File: src/rtl/home_inventory_evt_detect_fifo_pkg.sv
// Shared defaults, channel state encoding and log-entry layout for the event detector.
// Entry layout is {hit_mask, ts}, mask in the upper N_CH bits.
package home_inventory_pkg;

    localparam int unsigned DEF_N_CH       = 8;
    localparam int unsigned DEF_SAMPLE_W   = 32;
    localparam int unsigned DEF_TS_W       = 32;
    localparam int unsigned DEF_CNT_W      = 32;
    localparam int unsigned DEF_FIFO_DEPTH = 16;
    localparam int unsigned DROP_W         = 16;

    typedef enum logic {
        CH_ARMED   = 1'b0,
        CH_TRIPPED = 1'b1
    } ch_state_e;

    function automatic int unsigned entry_w(input int unsigned n_ch, input int unsigned ts_w);
        return n_ch + ts_w;
    endfunction

endpackage

File: src/rtl/home_inventory_evt_detect_fifo_if.sv
// Event-log read port: FWFT head entry plus the consumer's pop strobe.
interface home_inventory_evt_detect_fifo_if #(
    parameter int unsigned N_CH = home_inventory_pkg::DEF_N_CH,
    parameter int unsigned TS_W = home_inventory_pkg::DEF_TS_W
);
    logic            rd_valid;
    logic            rd_ready;
    logic [N_CH-1:0] rd_mask;
    logic [TS_W-1:0] rd_ts;

    modport master (output rd_valid, output rd_mask, output rd_ts, input rd_ready);
    modport slave  (input rd_valid, input rd_mask, input rd_ts, output rd_ready);
endinterface

File: src/rtl/home_inventory_evt_detect_fifo_evt_fifo.sv
// Synchronous first-word-fall-through log FIFO with level, overflow sticky and drop counter.
// A push at full is accepted when a pop happens in the same cycle.
module home_inventory_evt_fifo
    import home_inventory_pkg::*;
#(
    parameter int unsigned WIDTH = 40,
    parameter int unsigned DEPTH = 16,
    localparam int unsigned AW   = $clog2(DEPTH)
) (
    input  logic              clk,
    input  logic              rst,
    input  logic              push_i,
    input  logic [WIDTH-1:0]  din_i,
    input  logic              pop_i,
    input  logic              ovf_clr_i,
    output logic [WIDTH-1:0]  dout_o,
    output logic              valid_o,
    output logic [AW:0]       level_o,
    output logic              ovf_o,
    output logic [DROP_W-1:0] drop_cnt_o
);

    localparam logic [AW:0] FULL_LVL = (AW+1)'(DEPTH);

    logic [WIDTH-1:0]  mem_q [DEPTH];
    logic [AW-1:0]     wr_ptr_q, rd_ptr_q;
    logic [AW:0]       level_q, level_d;
    logic              ovf_q, ovf_d;
    logic [DROP_W-1:0] drop_q, drop_d;
    logic              empty, full, pop_ok, push_ok, drop;

    assign empty   = (level_q == '0);
    assign full    = (level_q == FULL_LVL);
    assign pop_ok  = pop_i & ~empty;
    assign push_ok = push_i & (~full | pop_ok);
    assign drop    = push_i & full & ~pop_ok;

    always_comb begin
        level_d = level_q;
        case ({push_ok, pop_ok})
            2'b10:   level_d = level_q + 1'b1;
            2'b01:   level_d = level_q - 1'b1;
            default: ;
        endcase

        // Clear first, then account this cycle's drop so a coincident drop leaves count=1.
        ovf_d  = ovf_q;
        drop_d = drop_q;
        if (ovf_clr_i) begin
            ovf_d  = 1'b0;
            drop_d = '0;
        end
        if (drop) begin
            ovf_d = 1'b1;
            if (drop_d != '1) drop_d = drop_d + 1'b1;
        end
    end

    always_ff @(posedge clk or posedge rst) begin
        if (rst) begin
            wr_ptr_q <= '0;
            rd_ptr_q <= '0;
            level_q  <= '0;
            ovf_q    <= 1'b0;
            drop_q   <= '0;
        end else begin
            if (push_ok) wr_ptr_q <= wr_ptr_q + 1'b1;
            if (pop_ok)  rd_ptr_q <= rd_ptr_q + 1'b1;
            level_q <= level_d;
            ovf_q   <= ovf_d;
            drop_q  <= drop_d;
        end
    end

    always_ff @(posedge clk) begin
        if (push_ok) mem_q[wr_ptr_q] <= din_i;
    end

    assign dout_o     = empty ? '0 : mem_q[rd_ptr_q];
    assign valid_o    = ~empty;
    assign level_o    = level_q;
    assign ovf_o      = ovf_q;
    assign drop_cnt_o = drop_q;

endmodule

File: src/rtl/home_inventory_evt_detect_fifo.sv
// N-channel hysteresis event detector with per-channel history and an event log FIFO.
// Optional trip hold-off: define HOME_INV_EVT_HOLDOFF_EN to add the holdoff port.
module home_inventory_evt_detect_fifo
    import home_inventory_pkg::*;
#(
    parameter int unsigned N_CH       = DEF_N_CH,
    parameter int unsigned SAMPLE_W   = DEF_SAMPLE_W,
    parameter int unsigned TS_W       = DEF_TS_W,
    parameter int unsigned CNT_W      = DEF_CNT_W,
    parameter int unsigned FIFO_DEPTH = DEF_FIFO_DEPTH
) (
    input  logic                         clk,
    input  logic                         rst,
    input  logic                         sample_valid,
    input  logic [TS_W-1:0]              ts_now,
    input  logic [N_CH-1:0]              evt_en,
    input  logic [N_CH*SAMPLE_W-1:0]     thresh_hi,
    input  logic [N_CH*SAMPLE_W-1:0]     thresh_lo,
    input  logic [N_CH*SAMPLE_W-1:0]     sample_flat,
    input  logic [N_CH-1:0]              cnt_clr,
    output logic [N_CH*CNT_W-1:0]        evt_count,
    output logic [N_CH*TS_W-1:0]         last_delta,
    output logic [N_CH*TS_W-1:0]         last_ts_ch,
    output logic [TS_W-1:0]              last_ts,
    home_inventory_evt_detect_fifo_if.master rd,
    output logic [$clog2(FIFO_DEPTH):0]  fifo_level,
    output logic                         ovf_sticky,
    input  logic                         ovf_clr,
`ifdef HOME_INV_EVT_HOLDOFF_EN
    input  logic [TS_W-1:0]              holdoff,
`endif
    output logic [DROP_W-1:0]            drop_cnt
);

    localparam int unsigned ENT_W = entry_w(N_CH, TS_W);

    logic [N_CH-1:0]  fire;
    logic [TS_W-1:0]  last_ts_q;
    logic [ENT_W-1:0] head;

    for (genvar i = 0; i < N_CH; i++) begin : g_ch
        logic [SAMPLE_W-1:0] smp, hi, lo, lo_eff;
        ch_state_e           st_q, st_d;
        logic                hist_q, hist_d, pend_q, pend_d, en_prev_q;
        logic                rise, hist_eff, trip, suppress, fire_c;
        logic [CNT_W-1:0]    cnt_q, cnt_d;
        logic [TS_W-1:0]     ts_q, ts_d, dl_q, dl_d, since;

        assign smp      = sample_flat[i*SAMPLE_W +: SAMPLE_W];
        assign hi       = thresh_hi[i*SAMPLE_W +: SAMPLE_W];
        assign lo       = thresh_lo[i*SAMPLE_W +: SAMPLE_W];
        assign lo_eff   = (lo > hi) ? hi : lo;
        assign rise     = evt_en[i] & ~en_prev_q;
        // An enable edge seen now or since the last sample invalidates history for this sample.
        assign hist_eff = hist_q & ~pend_q & ~rise;
        assign since    = ts_now - ts_q;

`ifdef HOME_INV_EVT_HOLDOFF_EN
        assign suppress = (holdoff != '0) & hist_eff & (since < holdoff);
`else
        assign suppress = 1'b0;
`endif

        always_comb begin
            st_d   = st_q;
            cnt_d  = cnt_q;
            ts_d   = ts_q;
            dl_d   = dl_q;
            hist_d = hist_q;
            pend_d = pend_q;
            trip   = 1'b0;

            if (!evt_en[i]) begin
                st_d = CH_ARMED;
            end else if (sample_valid) begin
                case (st_q)
                    CH_ARMED: begin
                        if (smp >= hi) begin
                            st_d = CH_TRIPPED;
                            trip = 1'b1;
                        end
                    end
                    CH_TRIPPED: if (smp < lo_eff) st_d = CH_ARMED;
                    default:    st_d = CH_ARMED;
                endcase
            end

            fire_c = trip & ~cnt_clr[i] & ~suppress;

            if (sample_valid) begin
                pend_d = 1'b0;
                if (pend_q | rise) hist_d = 1'b0;
            end else if (rise) begin
                pend_d = 1'b1;
            end

            if (fire_c) begin
                if (cnt_q != '1) cnt_d = cnt_q + 1'b1;
                ts_d   = ts_now;
                dl_d   = hist_eff ? since : '0;
                hist_d = 1'b1;
            end

            if (cnt_clr[i]) begin
                cnt_d  = '0;
                hist_d = 1'b0;
            end
        end

        always_ff @(posedge clk or posedge rst) begin
            if (rst) begin
                st_q      <= CH_ARMED;
                cnt_q     <= '0;
                ts_q      <= '0;
                dl_q      <= '0;
                hist_q    <= 1'b0;
                pend_q    <= 1'b0;
                en_prev_q <= 1'b0;
            end else begin
                st_q      <= st_d;
                cnt_q     <= cnt_d;
                ts_q      <= ts_d;
                dl_q      <= dl_d;
                hist_q    <= hist_d;
                pend_q    <= pend_d;
                en_prev_q <= evt_en[i];
            end
        end

        assign fire[i]                        = fire_c;
        assign evt_count[i*CNT_W +: CNT_W]    = cnt_q;
        assign last_delta[i*TS_W +: TS_W]     = dl_q;
        assign last_ts_ch[i*TS_W +: TS_W]     = ts_q;
    end

    always_ff @(posedge clk or posedge rst) begin
        if (rst) begin
            last_ts_q <= '0;
        end else if (|fire) begin
            last_ts_q <= ts_now;
        end
    end

    assign last_ts = last_ts_q;

    home_inventory_evt_fifo #(
        .WIDTH (ENT_W),
        .DEPTH (FIFO_DEPTH)
    ) u_fifo (
        .clk        (clk),
        .rst        (rst),
        .push_i     (|fire),
        .din_i      ({fire, ts_now}),
        .pop_i      (rd.rd_ready),
        .ovf_clr_i  (ovf_clr),
        .dout_o     (head),
        .valid_o    (rd.rd_valid),
        .level_o    (fifo_level),
        .ovf_o      (ovf_sticky),
        .drop_cnt_o (drop_cnt)
    );

    assign rd.rd_mask = head[TS_W +: N_CH];
    assign rd.rd_ts   = head[TS_W-1:0];

endmodule
File: src/flat_wrapper.sv
// flat-port wrapper written by rule: the top's interface ports become plain ports
module home_inventory_evt_detect_fifo_flat import home_inventory_pkg::*;
#(
    parameter int unsigned N_CH       = DEF_N_CH,
    parameter int unsigned SAMPLE_W   = DEF_SAMPLE_W,
    parameter int unsigned TS_W       = DEF_TS_W,
    parameter int unsigned CNT_W      = DEF_CNT_W,
    parameter int unsigned FIFO_DEPTH = DEF_FIFO_DEPTH
)
  (clk, rst, sample_valid, ts_now, evt_en, thresh_hi, thresh_lo, sample_flat, cnt_clr, evt_count, last_delta, last_ts_ch, last_ts, fifo_level, ovf_sticky, ovf_clr, drop_cnt, rd_rd_valid, rd_rd_mask, rd_rd_ts, rd_rd_ready);
  home_inventory_evt_detect_fifo_if #(.N_CH(N_CH), .TS_W(TS_W)) rd_i ();
  input  logic clk;
  input  logic rst;
  input  logic sample_valid;
  input  logic [TS_W-1:0] ts_now;
  input  logic [N_CH-1:0] evt_en;
  input  logic [N_CH*SAMPLE_W-1:0] thresh_hi;
  input  logic [N_CH*SAMPLE_W-1:0] thresh_lo;
  input  logic [N_CH*SAMPLE_W-1:0] sample_flat;
  input  logic [N_CH-1:0] cnt_clr;
  output logic [N_CH*CNT_W-1:0] evt_count;
  output logic [N_CH*TS_W-1:0] last_delta;
  output logic [N_CH*TS_W-1:0] last_ts_ch;
  output logic [TS_W-1:0] last_ts;
  output logic [$clog2(FIFO_DEPTH):0] fifo_level;
  output logic ovf_sticky;
  input  logic ovf_clr;
  output logic [DROP_W-1:0] drop_cnt;
  output wire logic [$bits(rd_i.rd_valid)-1:0] rd_rd_valid;
  output wire logic [$bits(rd_i.rd_mask)-1:0] rd_rd_mask;
  output wire logic [$bits(rd_i.rd_ts)-1:0] rd_rd_ts;
  input wire logic [$bits(rd_i.rd_ready)-1:0] rd_rd_ready;
  assign rd_rd_valid = rd_i.rd_valid;
  assign rd_rd_mask = rd_i.rd_mask;
  assign rd_rd_ts = rd_i.rd_ts;
  assign rd_i.rd_ready = rd_rd_ready;
  home_inventory_evt_detect_fifo #(.N_CH(N_CH), .SAMPLE_W(SAMPLE_W), .TS_W(TS_W), .CNT_W(CNT_W), .FIFO_DEPTH(FIFO_DEPTH)) u_core (.clk(clk), .rst(rst), .sample_valid(sample_valid), .ts_now(ts_now), .evt_en(evt_en), .thresh_hi(thresh_hi), .thresh_lo(thresh_lo), .sample_flat(sample_flat), .cnt_clr(cnt_clr), .evt_count(evt_count), .last_delta(last_delta), .last_ts_ch(last_ts_ch), .last_ts(last_ts), .rd(rd_i), .fifo_level(fifo_level), .ovf_sticky(ovf_sticky), .ovf_clr(ovf_clr), .drop_cnt(drop_cnt));
endmodule
File: config.mk
export PLATFORM = sky130hd
export DESIGN_NAME = home_inventory_evt_detect_fifo_flat
export DESIGN_NICKNAME = d
export VERILOG_FILES = /design/src/rtl/home_inventory_evt_detect_fifo_pkg.sv /design/src/rtl/home_inventory_evt_detect_fifo_if.sv /design/src/rtl/home_inventory_evt_detect_fifo_evt_fifo.sv /design/src/rtl/home_inventory_evt_detect_fifo.sv /design/src/flat_wrapper.sv
export SDC_FILE = /design/constraint.sdc
export NUM_CORES = 2
export LEC_CHECK = 0
export BUFFER_PORTS_ARGS = -buffer_cell sky130_fd_sc_hd__buf_2
export CAP_MARGIN = 5
export CORE_AREA = 2 2 647 649
export CTS_CLUSTER_DIAMETER = 60
export CTS_CLUSTER_SIZE = 10
export DETAILED_ROUTE_END_ITERATION = 8
export DIE_AREA = 0 0 649 651
export PLACE_DENSITY = 0.49
export SETUP_SLACK_MARGIN = 0.02
export SLEW_MARGIN = 20
export SYNTH_ARGS = -nofsm -noshare
export SYNTH_HDL_FRONTEND = slang
export SYNTH_HIERARCHICAL = 1
export SYNTH_SLANG_ARGS = --single-unit
File: constraint.sdc
create_clock -name clk -period 35.9 [get_ports clk]
set_clock_uncertainty 0.05 [all_clocks]
set_input_delay 7.18 -clock clk [delete_from_list [all_inputs] [get_ports clk]]
set_output_delay 7.18 -clock clk [all_outputs]
set_load 0.05 [all_outputs]
==> impl_metrics.yaml <==
power_and_ir_drop:
  leakage_nw: 52.6
  powerDensity_nw_per_um2: 64.8
  irDropWorstVdd_mv: 0.0954
cells_and_area:
  fill_cells: 44069
  fin_cells: 16358
  final_nets: 12177
  area_growth_pct: 25.5
  drive_gt1_frac: 0.235
die:
  dieHeight_um: 651
  dieArea_um2: 422000
  core_area_um2: 415000
  fp-row-count: 237
  initial_utilization: 0.220
  die_w_um: 649
  num_io_pins: 1684
drt:
  antenna_left: 1
  wl_per_cell_um: 31.9
  vias_per_cell: 4.78
  drt_drc_violations_left: 0
  wirelength_mm: 522
  drtPass1Iterations: 5
  num_vias: 78228
  drtIter0Drc: 6571
logic_synthesis:
  synthFlopType: "dfrtp_1"
  syn_area_um2: 91600
  synth_area_leaders: "dfrtp_1, edfxtp_1, ha_1"
  synth_edf_count: 640
  synth.top_cell.area_share: 0.236
  synthArstFlopShare: 0.574
  synth.distinct_cells: 92
  syn-instance-count: 8576
  ys_seq_area_frac: 0.445
  avgSynthCellArea_um2: 10.7
  synth_nets: 10431
  ys_ff_latch: 1502
  synth_top_area_cell: "dfrtp_1"
  yosys_warnings: 6
clocking:
  cts_buffers: 217
  root_buffer: "clkbuf_16"
  post_cts_resized: 0
  clk_path_buf_depth: 4
  clkSinkCount: 1502
  hold_buffers: 0
  cts_max_level: 4
  post_cts_buffers: 0
  worstSkewPairLatency_ns: 0.92
  clk_pin_slew_ns: 0.06
  cts_tree: "built"
timing:
  period_minus_slack_ns: 13.40
  fin_setup_tns_ns: 0
  hold_viol: 0
  tightest_slew_ns: 1.15
  setup_viol: 0
  maxSlewViolCount: 0
  setup_slack_ns: 22.50
  max_freq_mhz: 74.6
  slew_headroom: 0.229
  rsz0062_at_grt: "no"
  fin_crit_sh: 0.373
placement:
  post-place-ws_ns: 21.40
  finalWeightedCongestion: 1.04
  place_hpwl_mm: 431
  dp_cells: 15600
  io_buffers: 1683
global_routing:
  grt_pass1_wl_mm: 685
  grt_overflow: 0
  grt_max_degree: 157
  antenna_found_initial: 373
  grt_pass1_vias: 74944
  grt_util_all_layers: 0.239
run_status:
  violations: "antenna violations"
  status: "finished with violations"
setup_path:
  cp.arrival_ns: 14.15
  worstSetupPathType: "primary input to flop"
  required_ns: 36.65
  critPathMaxFanout: 78
  start_kind: "primary input"
  worstSetupEndpointType: "flop"
hold_path:
  min_path_type: "flop to flop"
flow_run:
  maxCapViolations: 0
where the power goes:
part / internal [W] / total (W) / switching, W / leakage (nW)
logic: 0.000978 / 0.00319 / 0.00221 / 32.1
registers: 0.00199 / 0.00214 / 0.000156 / 17.2
clock network: 0.00125 / 0.00211 / 0.000865 / 3.34
total: 0.00421 / 0.00744 / 0.00323 / 52.6
cell families after synthesis:
| kind of cell | Yosys count | share of synthesized area |
|---|---|---|
| flops | 1502 | 0.445 |
| simple gates | 2167 | 0.115 |
| fa+ha+maj | 1034 | 0.142 |
| buf+inv | 946 | 0.0398 |
| xor+xnor | 463 | 0.0443 |
| mux | 513 | 0.0789 |
| compound gates | 1951 | 0.135 |
final timing paths:
kind                                         from                       end  slack [ns]  depth (start not counted)
setup reg to reg              u_core/g_ch[0].st_q  u_core/u_fifo/level_o[4]       30.25                         17
max in group asynchronous                     rst   u_core/g_ch[5].ts_q[25]       25.84                          6
hold reg to reg            u_core/g_ch[4].dl_q[7]    u_core/g_ch[4].dl_q[7]        0.42                          2
hold / removal             u_core/g_ch[4].dl_q[7]    u_core/g_ch[4].dl_q[7]        0.42                          2
setup / recovery                    thresh_hi[21]  u_core/u_fifo/level_o[4]       22.50                         25
min in group asynchronous                     rst    u_core/g_ch[6].ts_q[5]        6.24                          2
Yosys cell counts (all sizes together), types with 83 or more instances:
library cell and count:
o31ai 93, a21o 394, xnor2 262, dfrtp 862, nand2 657, nand4 227
nand2b 83, nand3 145, edfxtp 640, a21oi 468, nor3 145, o21ai 544
nor2 506, ha 1026, xor2 201, mux4 160, mux2i 281, and3 88
clkbuf 232, nor2b 93, inv 641
final cells by class:
class                      count  area [um^2]  share of cell area
multi-input combinational   6128        47300               0.412
antenna                      376          941             0.00819
timing repair buffer        1831         9610              0.0837
clock inverter                83          992             0.00863
clock buffer                 299         5930              0.0516
inverter                     642         2420              0.0211
tap                         5497         6880              0.0599
sequential                  1502        40800               0.355
flip-flops by register name, indices dropped and copies added (netlist names):
register	count
u_core/u_fifo/mem_q	640
u_core/g_ch.cnt_q	256
u_core/g_ch.dl_q	256
u_core/g_ch.ts_q	256
u_core/last_ts	32
u_core/u_fifo/drop_cnt_o	16
u_core/g_ch.en_prev_q	8
u_core/g_ch.hist_q	8
u_core/g_ch.pend_q	8
u_core/g_ch.st_q	8
u_core/u_fifo/level_o	5
u_core/u_fifo/rd_ptr_q	4
u_core/u_fifo/wr_ptr_q	4
u_core/u_fifo/ovf_o	1
critical path, cell delays in order:
cell	delay (ns)
buf_2	0.16
inv_1	0.08
ha_1	0.31
a21o_1	0.17
a21o_1	0.17
a21oi_1	0.15
o21ai_0	0.22
a211o_1	0.35
a211o_1	0.46
nand2_1	0.46
or2_2	0.84
inv_2	0.03
buf_4	0.33
nor4_4	0.33
buf_4	0.63
inv_1	0.23
and2_1	0.31
inv_1	0.22
ha_1	0.40
xor2_1	0.12
ha_1	0.23
o211a_1	0.22
o31ai_1	0.18
a31oi_1	0.08
xor2_1	0.16
routing by layer:
| metal | GRT usage | wire [um] |
|---|---|---|
| met2 | 0.379 | 235000 |
| met3 | 0.0853 | 48700 |
| met1 | 0.282 | 205000 |
| met4 | 0.125 | 32200 |
| met5 | 0 | 1540 |
layout by cell type (no fill, tap or decap), drive strengths merged, types with 281 or more instances in the layout:
cell type	count
buf	1831
edfxtp	640
ha	1026
nor2	506
clkbuf	299
o21ai	544
a21o	394
diode	376
a21oi	468
dfrtp	862
nand2	657
inv	668
mux2i	281
metrics by stage:
step	cell area (um^2)	hold WS, ns	util	total power (W)
global placement	107000	0.407	0.258	0.00536
floorplan	91600	0.403	-	0.00420
finish	115000	0.419	0.277	0.00744
detailed placement	107000	0.410	0.258	0.00536
CTS	114000	0.423	0.274	0.00751
global route	115000	0.434	0.276	0.00779
Note: power is estimated with default switching activity, not from simulation.
